### config.mk
export PLATFORM = sky130hd
export DESIGN_NAME = bip_report_tx
export DESIGN_NICKNAME = d
export VERILOG_FILES = /design/src/rtl/bip_pkg.sv /design/src/rtl/uart_tx_core.sv /design/src/rtl/bip_report_tx.sv
export SDC_FILE = /design/constraint.sdc
export NUM_CORES = 1
export LEC_CHECK = 0
export CAP_MARGIN = 20
export CORE_ASPECT_RATIO = 0.5
export CORE_MARGIN = 5
export CORE_UTILIZATION = 51
export DETAILED_ROUTE_END_ITERATION = 7
export PLACE_DENSITY = 0.71
export SKIP_CTS_REPAIR_TIMING = 1
export SLEW_MARGIN = 20
export SYNTH_ARGS = -nofsm -noshare
export SYNTH_HDL_FRONTEND = slang
export SYNTH_HIERARCHICAL = 1
export SYNTH_SLANG_ARGS = --single-unit
### constraint.sdc
create_clock -name clk -period 2.05 [get_ports clk]
set_clock_uncertainty 0.1 [all_clocks]
set_input_delay 0.615 -clock clk [delete_from_list [all_inputs] [get_ports clk]]
set_output_delay 0.615 -clock clk [all_outputs]
set_load 0.01 [all_outputs]
### src/rtl/bip_pkg.sv
// rtl/bip_pkg.sv - shared UART framing constants and state encodings for the BIP report path
//
// Purpose: constants for 8N1 UART framing, the frame-level FSM state set used by
// bip_report_tx and the bit-phase encoding exposed by uart_tx_core.
// Ports: none (package).
package bip_pkg;

  localparam logic START_BIT = 1'b0;
  localparam logic STOP_BIT  = 1'b1;
  localparam int   DATA_BITS = 8;

  typedef enum logic [2:0] {
    S_IDLE,
    S_LOAD,
    S_START,
    S_DATA,
    S_STOP,
    S_DONE
  } frame_state_e;

  typedef enum logic [1:0] {
    PH_IDLE,
    PH_START,
    PH_DATA,
    PH_STOP
  } tx_phase_e;

  function automatic int bytes_for(input int bits);
    return (bits + 7) / 8;
  endfunction

endpackage

### src/rtl/uart_tx_core.sv
// rtl/uart_tx_core.sv - single-byte 8N1 UART transmitter with baud counter
//
// Purpose: shifts one byte out as start bit, 8 data bits LSB first, stop bit;
// every bit is held for exactly CLKS_PER_BIT clocks.
// Ports:
//   clk, rst     system clock, synchronous active-high reset
//   i_valid      byte offered; accepted in a cycle where o_ready is high
//   i_data       byte to transmit
//   o_ready      core idle and able to accept a byte this cycle
//   o_tx         serial line, idle high
//   o_last       high in the final clock of the stop bit
//   o_phase      current bit phase (tx_phase_e encoding)
module uart_tx_core
  import bip_pkg::*;
#(
  parameter int CLKS_PER_BIT = 868
) (
  input  logic       clk,
  input  logic       rst,
  input  logic       i_valid,
  input  logic [7:0] i_data,
  output logic       o_ready,
  output logic       o_tx,
  output logic       o_last,
  output logic [1:0] o_phase
);

  localparam int BAUD_W = $clog2(CLKS_PER_BIT);
  localparam int BIT_W  = $clog2(DATA_BITS);
  localparam logic [BAUD_W-1:0] BAUD_MAX = BAUD_W'(CLKS_PER_BIT - 1);
  localparam logic [BIT_W-1:0]  BIT_MAX  = BIT_W'(DATA_BITS - 1);

  tx_phase_e         phase, phase_nxt;
  logic [BAUD_W-1:0] baud_cnt;
  logic [BIT_W-1:0]  bit_cnt;
  logic [7:0]        shreg;
  logic              tx_q;
  logic              baud_end;

  assign baud_end = (baud_cnt == BAUD_MAX);

  always_comb begin
    phase_nxt = phase;
    case (phase)
      PH_IDLE:  if (i_valid) phase_nxt = PH_START;
      PH_START: if (baud_end) phase_nxt = PH_DATA;
      PH_DATA:  if (baud_end && (bit_cnt == BIT_MAX)) phase_nxt = PH_STOP;
      PH_STOP:  if (baud_end) phase_nxt = PH_IDLE;
      default:  phase_nxt = PH_IDLE;
    endcase
  end

  always_ff @(posedge clk) begin
    if (rst) begin
      phase <= PH_IDLE;
    end else begin
      phase <= phase_nxt;
    end
  end

  always_ff @(posedge clk) begin
    if (rst) begin
      baud_cnt <= '0;
      bit_cnt  <= '0;
      shreg    <= '0;
      tx_q     <= STOP_BIT;
    end else begin
      // Baud counter runs only while a bit is on the line and restarts at
      // every bit boundary, so it never passes its terminal count.
      if ((phase == PH_IDLE) || baud_end) begin
        baud_cnt <= '0;
      end else begin
        baud_cnt <= baud_cnt + BAUD_W'(1);
      end

      case (phase)
        PH_IDLE: begin
          if (i_valid) begin
            shreg <= i_data;
            tx_q  <= START_BIT;
          end else begin
            tx_q  <= STOP_BIT;
          end
        end
        PH_START: begin
          if (baud_end) begin
            tx_q    <= shreg[0];
            shreg   <= shreg >> 1;
            bit_cnt <= '0;
          end
        end
        PH_DATA: begin
          if (baud_end) begin
            if (bit_cnt == BIT_MAX) begin
              tx_q <= STOP_BIT;
            end else begin
              tx_q    <= shreg[0];
              shreg   <= shreg >> 1;
              bit_cnt <= bit_cnt + BIT_W'(1);
            end
          end
        end
        default: tx_q <= STOP_BIT;
      endcase
    end
  end

  assign o_ready = (phase == PH_IDLE);
  assign o_last  = (phase == PH_STOP) && baud_end;
  assign o_phase = phase;
  assign o_tx    = tx_q;

endmodule

### src/rtl/bip_report_tx.sv
// rtl/bip_report_tx.sv - snapshots BIP results on done and sends them as a framed UART byte stream
//
// Purpose: on a rising edge of i_bip_done (while idle) captures accumulator and
// instruction count, then sends [HEADER] acc bytes MSB first, count bytes MSB
// first, [XOR checksum] as 8N1 UART bytes with a one-clock gap between bytes.
// Ports:
//   clk, rst        system clock, synchronous active-high reset
//   i_accumulator   BIP accumulator (ACC_W bits)
//   i_inst_count    BIP instruction counter (CNT_W bits)
//   i_bip_done      BIP finished, level signal
//   o_tx            UART serial out, idle high
//   o_busy          frame in progress (capture through the o_sent cycle)
//   o_sent          one-cycle pulse after the last stop bit of a frame
//   o_overrun       sticky until reset: a done edge arrived while not idle
module bip_report_tx
  import bip_pkg::*;
#(
  parameter int         ACC_W        = 16,
  parameter int         CNT_W        = 8,
  parameter int         CLKS_PER_BIT = 868,
  parameter bit         HEADER_EN    = 1'b1,
  parameter logic [7:0] HEADER       = 8'hA5,
  parameter bit         CHECKSUM_EN  = 1'b1
) (
  input  logic             clk,
  input  logic             rst,
  input  logic [ACC_W-1:0] i_accumulator,
  input  logic [CNT_W-1:0] i_inst_count,
  input  logic             i_bip_done,
  output logic             o_tx,
  output logic             o_busy,
  output logic             o_sent,
  output logic             o_overrun
);

  localparam int ACC_B   = bytes_for(ACC_W);
  localparam int CNT_B   = bytes_for(CNT_W);
  localparam int PAY_B   = int'(HEADER_EN) + ACC_B + CNT_B;
  localparam int FRAME_B = PAY_B + int'(CHECKSUM_EN);
  localparam int IDX_W   = $clog2(FRAME_B + 1);

  frame_state_e         state, state_nxt;
  logic                 done_prev;
  logic                 trigger;
  logic [ACC_B*8-1:0]   acc_ext, acc_q;
  logic [CNT_B*8-1:0]   cnt_ext, cnt_q;
  logic [PAY_B*8-1:0]   payload;
  logic [IDX_W-1:0]     idx;
  logic [7:0]           chk;
  logic [7:0]           cur_byte;
  logic                 overrun_q;
  logic                 core_valid;
  logic                 core_ready;
  logic                 core_last;
  logic [1:0]           core_phase;

  assign trigger = i_bip_done & ~done_prev;

  always_comb begin
    acc_ext = '0;
    acc_ext[ACC_W-1:0] = i_accumulator;
    cnt_ext = '0;
    cnt_ext[CNT_W-1:0] = i_inst_count;
  end

  // Everything except the checksum, in transmit order from the top byte down.
  always_comb begin
    payload = '0;
    payload[(ACC_B+CNT_B)*8-1:0] = {acc_q, cnt_q};
    if (HEADER_EN) payload[PAY_B*8-1 -: 8] = HEADER;
  end

  // Byte index past the payload selects the running checksum.
  always_comb begin
    cur_byte = chk;
    for (int i = 0; i < PAY_B; i++) begin
      if (idx == IDX_W'(i)) cur_byte = payload[(PAY_B-1-i)*8 +: 8];
    end
  end

  always_comb begin
    state_nxt  = state;
    core_valid = 1'b0;
    o_busy     = (state != S_IDLE);
    o_sent     = 1'b0;
    case (state)
      S_IDLE: if (trigger) state_nxt = S_LOAD;
      S_LOAD: begin
        core_valid = 1'b1;
        if (core_ready) state_nxt = S_START;
      end
      S_START: if (core_phase == PH_DATA) state_nxt = S_DATA;
      S_DATA:  if (core_phase == PH_STOP) state_nxt = S_STOP;
      S_STOP: begin
        if (core_last) begin
          state_nxt = (idx == IDX_W'(FRAME_B)) ? S_DONE : S_LOAD;
        end
      end
      S_DONE: begin
        o_sent    = 1'b1;
        state_nxt = S_IDLE;
      end
      default: state_nxt = S_IDLE;
    endcase
  end

  always_ff @(posedge clk) begin
    if (rst) begin
      state <= S_IDLE;
    end else begin
      state <= state_nxt;
    end
  end

  always_ff @(posedge clk) begin
    if (rst) begin
      done_prev <= 1'b0;
      overrun_q <= 1'b0;
      acc_q     <= '0;
      cnt_q     <= '0;
      idx       <= '0;
      chk       <= '0;
    end else begin
      done_prev <= i_bip_done;
      // Any edge outside IDLE, including the DONE cycle, is dropped and flagged.
      if (trigger && (state != S_IDLE)) overrun_q <= 1'b1;
      if ((state == S_IDLE) && trigger) begin
        acc_q <= acc_ext;
        cnt_q <= cnt_ext;
        idx   <= '0;
        chk   <= '0;
      end
      // Folding the checksum byte into chk after it is handed over is harmless:
      // chk is cleared at the next capture.
      if ((state == S_LOAD) && core_ready) begin
        idx <= idx + IDX_W'(1);
        chk <= chk ^ cur_byte;
      end
    end
  end

  uart_tx_core #(
    .CLKS_PER_BIT(CLKS_PER_BIT)
  ) u_core (
    .clk     (clk),
    .rst     (rst),
    .i_valid (core_valid),
    .i_data  (cur_byte),
    .o_ready (core_ready),
    .o_tx    (o_tx),
    .o_last  (core_last),
    .o_phase (core_phase)
  );

  assign o_overrun = overrun_q;

endmodule

==> impl_metrics.py <==
metrics = {
    "status": {
        "status": "completed",
    },
    "setup_path": {
        "endpoint": "chk[6]",
        "worstPathMaxFanout": 4,
        "arrival_ns": 2.15,
        "cp-start-kind": "register",
        "critPathLaunch": "idx[0]",
        "critical_path_class": "register to register",
        "required_ns": 2.21,
        "worst_r2r_path_depth": 6,
        "r2r-end": "chk[6]",
        "r2r_setup_slack_ns": 0.06,
        "end_kind": "register",
        "worstReg2RegStart": "idx[0]",
    },
    "cts": {
        "cts_inserted_buffers": 9,
        "clk_latency_ns": 0.33,
        "clock_path_buffers": 2,
        "clk_pin_slew_ns": 0.05,
        "cts_tree": "yes",
        "cts.sink_count": 64,
        "root_buffer": "clkbuf_16",
        "cts.htree.levels": 3,
    },
    "final_layout": {
        "post_route_cells_drive_above_1_share_pct": 16.7,
        "finalNetCount": 484,
        "final_area_sq_um": 4190,
        "layoutNonFillerInstCount": 537,
        "mostFrequentLayoutCell": "nand2_1",
        "n_antenna_cell": 0,
        "area_growth_pct": 31.1,
        "fin_util_pct": 68.9,
        "fillers": 503,
        "final_cell_mix": "nand2_1 (82), dfxtp_1 (59), a21oi_1 (58)",
    },
    "drt": {
        "drtIter0Drc": 174,
        "drt_wl_total_mm": 7.96,
        "wl_per_cell_microns": 14.8,
        "vias": 2954,
        "ant_nets": 0,
        "first_pass_iters": 4,
        "drc": 0,
        "routed_via_density": 5.50,
    },
    "timing": {
        "hold_viol": 0,
        "slew_headroom_pct": 67.8,
        "fmax_mhz": 502,
        "period_share_pct": 97.1,
        "whs_ns": 0.359,
        "slew_viol_final": 0,
        "period_minus_slack_ns": 1.99,
        "grt_setup_unrepaired": "yes",
        "setup_viol": 0,
        "tightest_slew_ns": 0.484,
    },
    "global_routing": {
        "antenna_found_initial": 0,
        "grt_most_used_layer": "met2",
        "gr-usage-met2_pct": 36.1,
        "grtUsageMet1_pct": 24.8,
        "grt_max_degree": 33,
        "grt_pass1_vias": 2940,
        "grt_pass1_wl_mm": 13.1,
        "grt-ovfl-total": 0,
        "met3_usage_pct": 6.92,
        "grt.total_usage_pct": 20.8,
    },
    "logic_synthesis": {
        "synth_edf_count": 0,
        "synth_fa_ha_area_share_pct": 5.09,
        "synth_flop_cell": "dfxtp_1",
        "synth_top_family_by_area": "simple AND/OR/NAND/NOR gates",
        "yosys.area_share.simple_pct": 22.6,
        "synth_cells": 395,
        "synth_compound_area_share_pct": 20.4,
        "post_synth_xor_area_fraction_pct": 2.19,
        "yosysWarnings": 6,
        "synth_area_sq_um": 3200,
        "async_flop_share_pct": 0,
        "yosysSeqAreaShare_pct": 40.1,
        "synthMuxAreaShare_pct": 4.11,
        "synth_nets": 435,
        "ys_ff_latch": 64,
        "syn_avg_cell_area_sq_um": 8.09,
        "synth_cell_types": 51,
    },
    "floorplan": {
        "fp.coreArea_sq_um": 6080,
        "ios": 31,
        "start_util_pct": 52.6,
        "rows": 20,
        "dieHeight_microns": 66.0,
        "die_area_sq_um": 8040,
        "die_w_microns": 122,
    },
    "worst_hold_path": {
        "min_path_type": "register to register",
    },
    "pwr": {
        "worst_ir_drop_vdd_mv": 0.564,
        "powerDensity_nw_per_um2": 1240,
        "p_leak_uw": 0.00157,
        "finalPower_uw": 5210,
    },
    "placed_design": {
        "dpl.cell_count": 515,
        "port_buffers": 30,
        "finalWeightedCongestion": 0.855,
        "dpl.hpwl_mm": 5.40,
        "postPlaceCellArea_sq_um": 3710,
    },
    "flow_run": {
        "max_cap_viol_count": 0,
    },
}
worst max-delay path: stages (launching register included):
cell	delay [ns]
dfxtp_2	0.37
inv_1	0.10
ha_1	0.26
o31ai_4	0.28
a221oi_2	0.12
or4_1	0.52
a21oi_1	0.16
flip-flops by register name (all words and copies together), names as in the netlist, 2 cells and up:
name             cells
acc_q               16
chk                  8
cnt_q                8
idx                  3
state                3
u_core/baud_cnt     10
u_core/bit_cnt       3
u_core/o_phase       2
u_core/shreg         8
final cells by class:
type                            instances  area [sq um]  share of cell area [%]
Clock buffer                            9           225                    5.38
Clock inverter                          7          71.3                    1.70
Inverter                               16          60.1                    1.43
Multi-Input combinational cell        293          1840                    43.9
Sequential cell                        64          1290                    30.7
Tap cell                               88           110                    2.63
Timing Repair Buffer                   60           597                    14.2
cells by family (layout without fill, tap and decap cells):
logic type                 count (synthesis)  in the layout
DFF                                       64             64
AOI/OAI and AO/OA                        101            101
adders and majority gates                 13             13
muxes                                     13             13
and+or+nand+nor                          158            158
xor gates and xnor gates                   8              8
buffers and inverters                     38             92
worst min path at each step:
stage	from	endpoint	slack [ns]	depth (start not counted)
detailed placement	cnt_q[5]	cnt_q[5]	0.35	2
global route	cnt_q[5]	cnt_q[5]	0.38	2
CTS	cnt_q[5]	cnt_q[5]	0.36	2
global placement	cnt_q[0]	cnt_q[0]	0.34	2
floorplan	cnt_q[0]	cnt_q[0]	0.33	2
finish	acc_q[11]	acc_q[11]	0.36	2
report_power, final:
part,internal (uW),switching [uW],leakage (uW)
combinational,1020,1090,0.000912
sequential,1460,138,0.000524
clock,939,572,0.000138
total,3410,1800,0.00157
Yosys cell counts, types with 2 or more instances:
| cell type | n | area, sq um |
|---|---|---|
| nand2_1 | 82 | 308 |
| dfxtp_1 | 64 | 1280 |
| a21oi_1 | 58 | 290 |
| nor2_1 | 27 | 101 |
| inv_1 | 15 | 56.3 |
| ha_1 | 13 | 163 |
| mux2i_1 | 12 | 120 |
| clkbuf_1 | 11 | 41.3 |
| nor3_1 | 8 | 40.0 |
| a311oi_1 | 7 | 61.3 |
| nand3_1 | 7 | 35.0 |
| nor2b_1 | 6 | 37.5 |
| o21ai_1 | 6 | 30.0 |
| o22ai_1 | 5 | 31.3 |
| or3_1 | 5 | 31.3 |
| xnor2_1 | 5 | 43.8 |
| a21boi_0 | 4 | 30.0 |
| a31oi_1 | 4 | 25.0 |
| buf_4 | 4 | 30.0 |
| nand2b_1 | 4 | 25.0 |
| a221oi_1 | 3 | 26.3 |
| and3_1 | 3 | 18.8 |
| buf_2 | 3 | 15.0 |
| o311ai_0 | 3 | 26.3 |
| or4_1 | 3 | 22.5 |
| xor2_1 | 3 | 26.3 |
| and2_1 | 2 | 12.5 |
| buf_6 | 2 | 22.5 |
| nand4_1 | 2 | 12.5 |
| nor4_1 | 2 | 12.5 |
| o211ai_1 | 2 | 15.0 |
metal layers:
| metal | routed length [microns] | part of all wire [%] |
|---|---|---|
| met1 | 3640 | 46 |
| met2 | 3790 | 48 |
| met3 | 417 | 5.2 |
| met4 | 104 | 1.3 |
| met5 | 0 | 0 |
stage by stage:
step / setup TNS, ns / setup WS [ns]
3_5_place_dp: -5.39 / -0.218
3_3_place_gp: -1.83 / -0.120
6_report: 0 / 0.0597
2_1_floorplan: 0 / 0.00684
5_1_grt: -0.0522 / -0.0279
4_1_cts: -0.697 / -0.212
(Power assumes the default switching activity.)
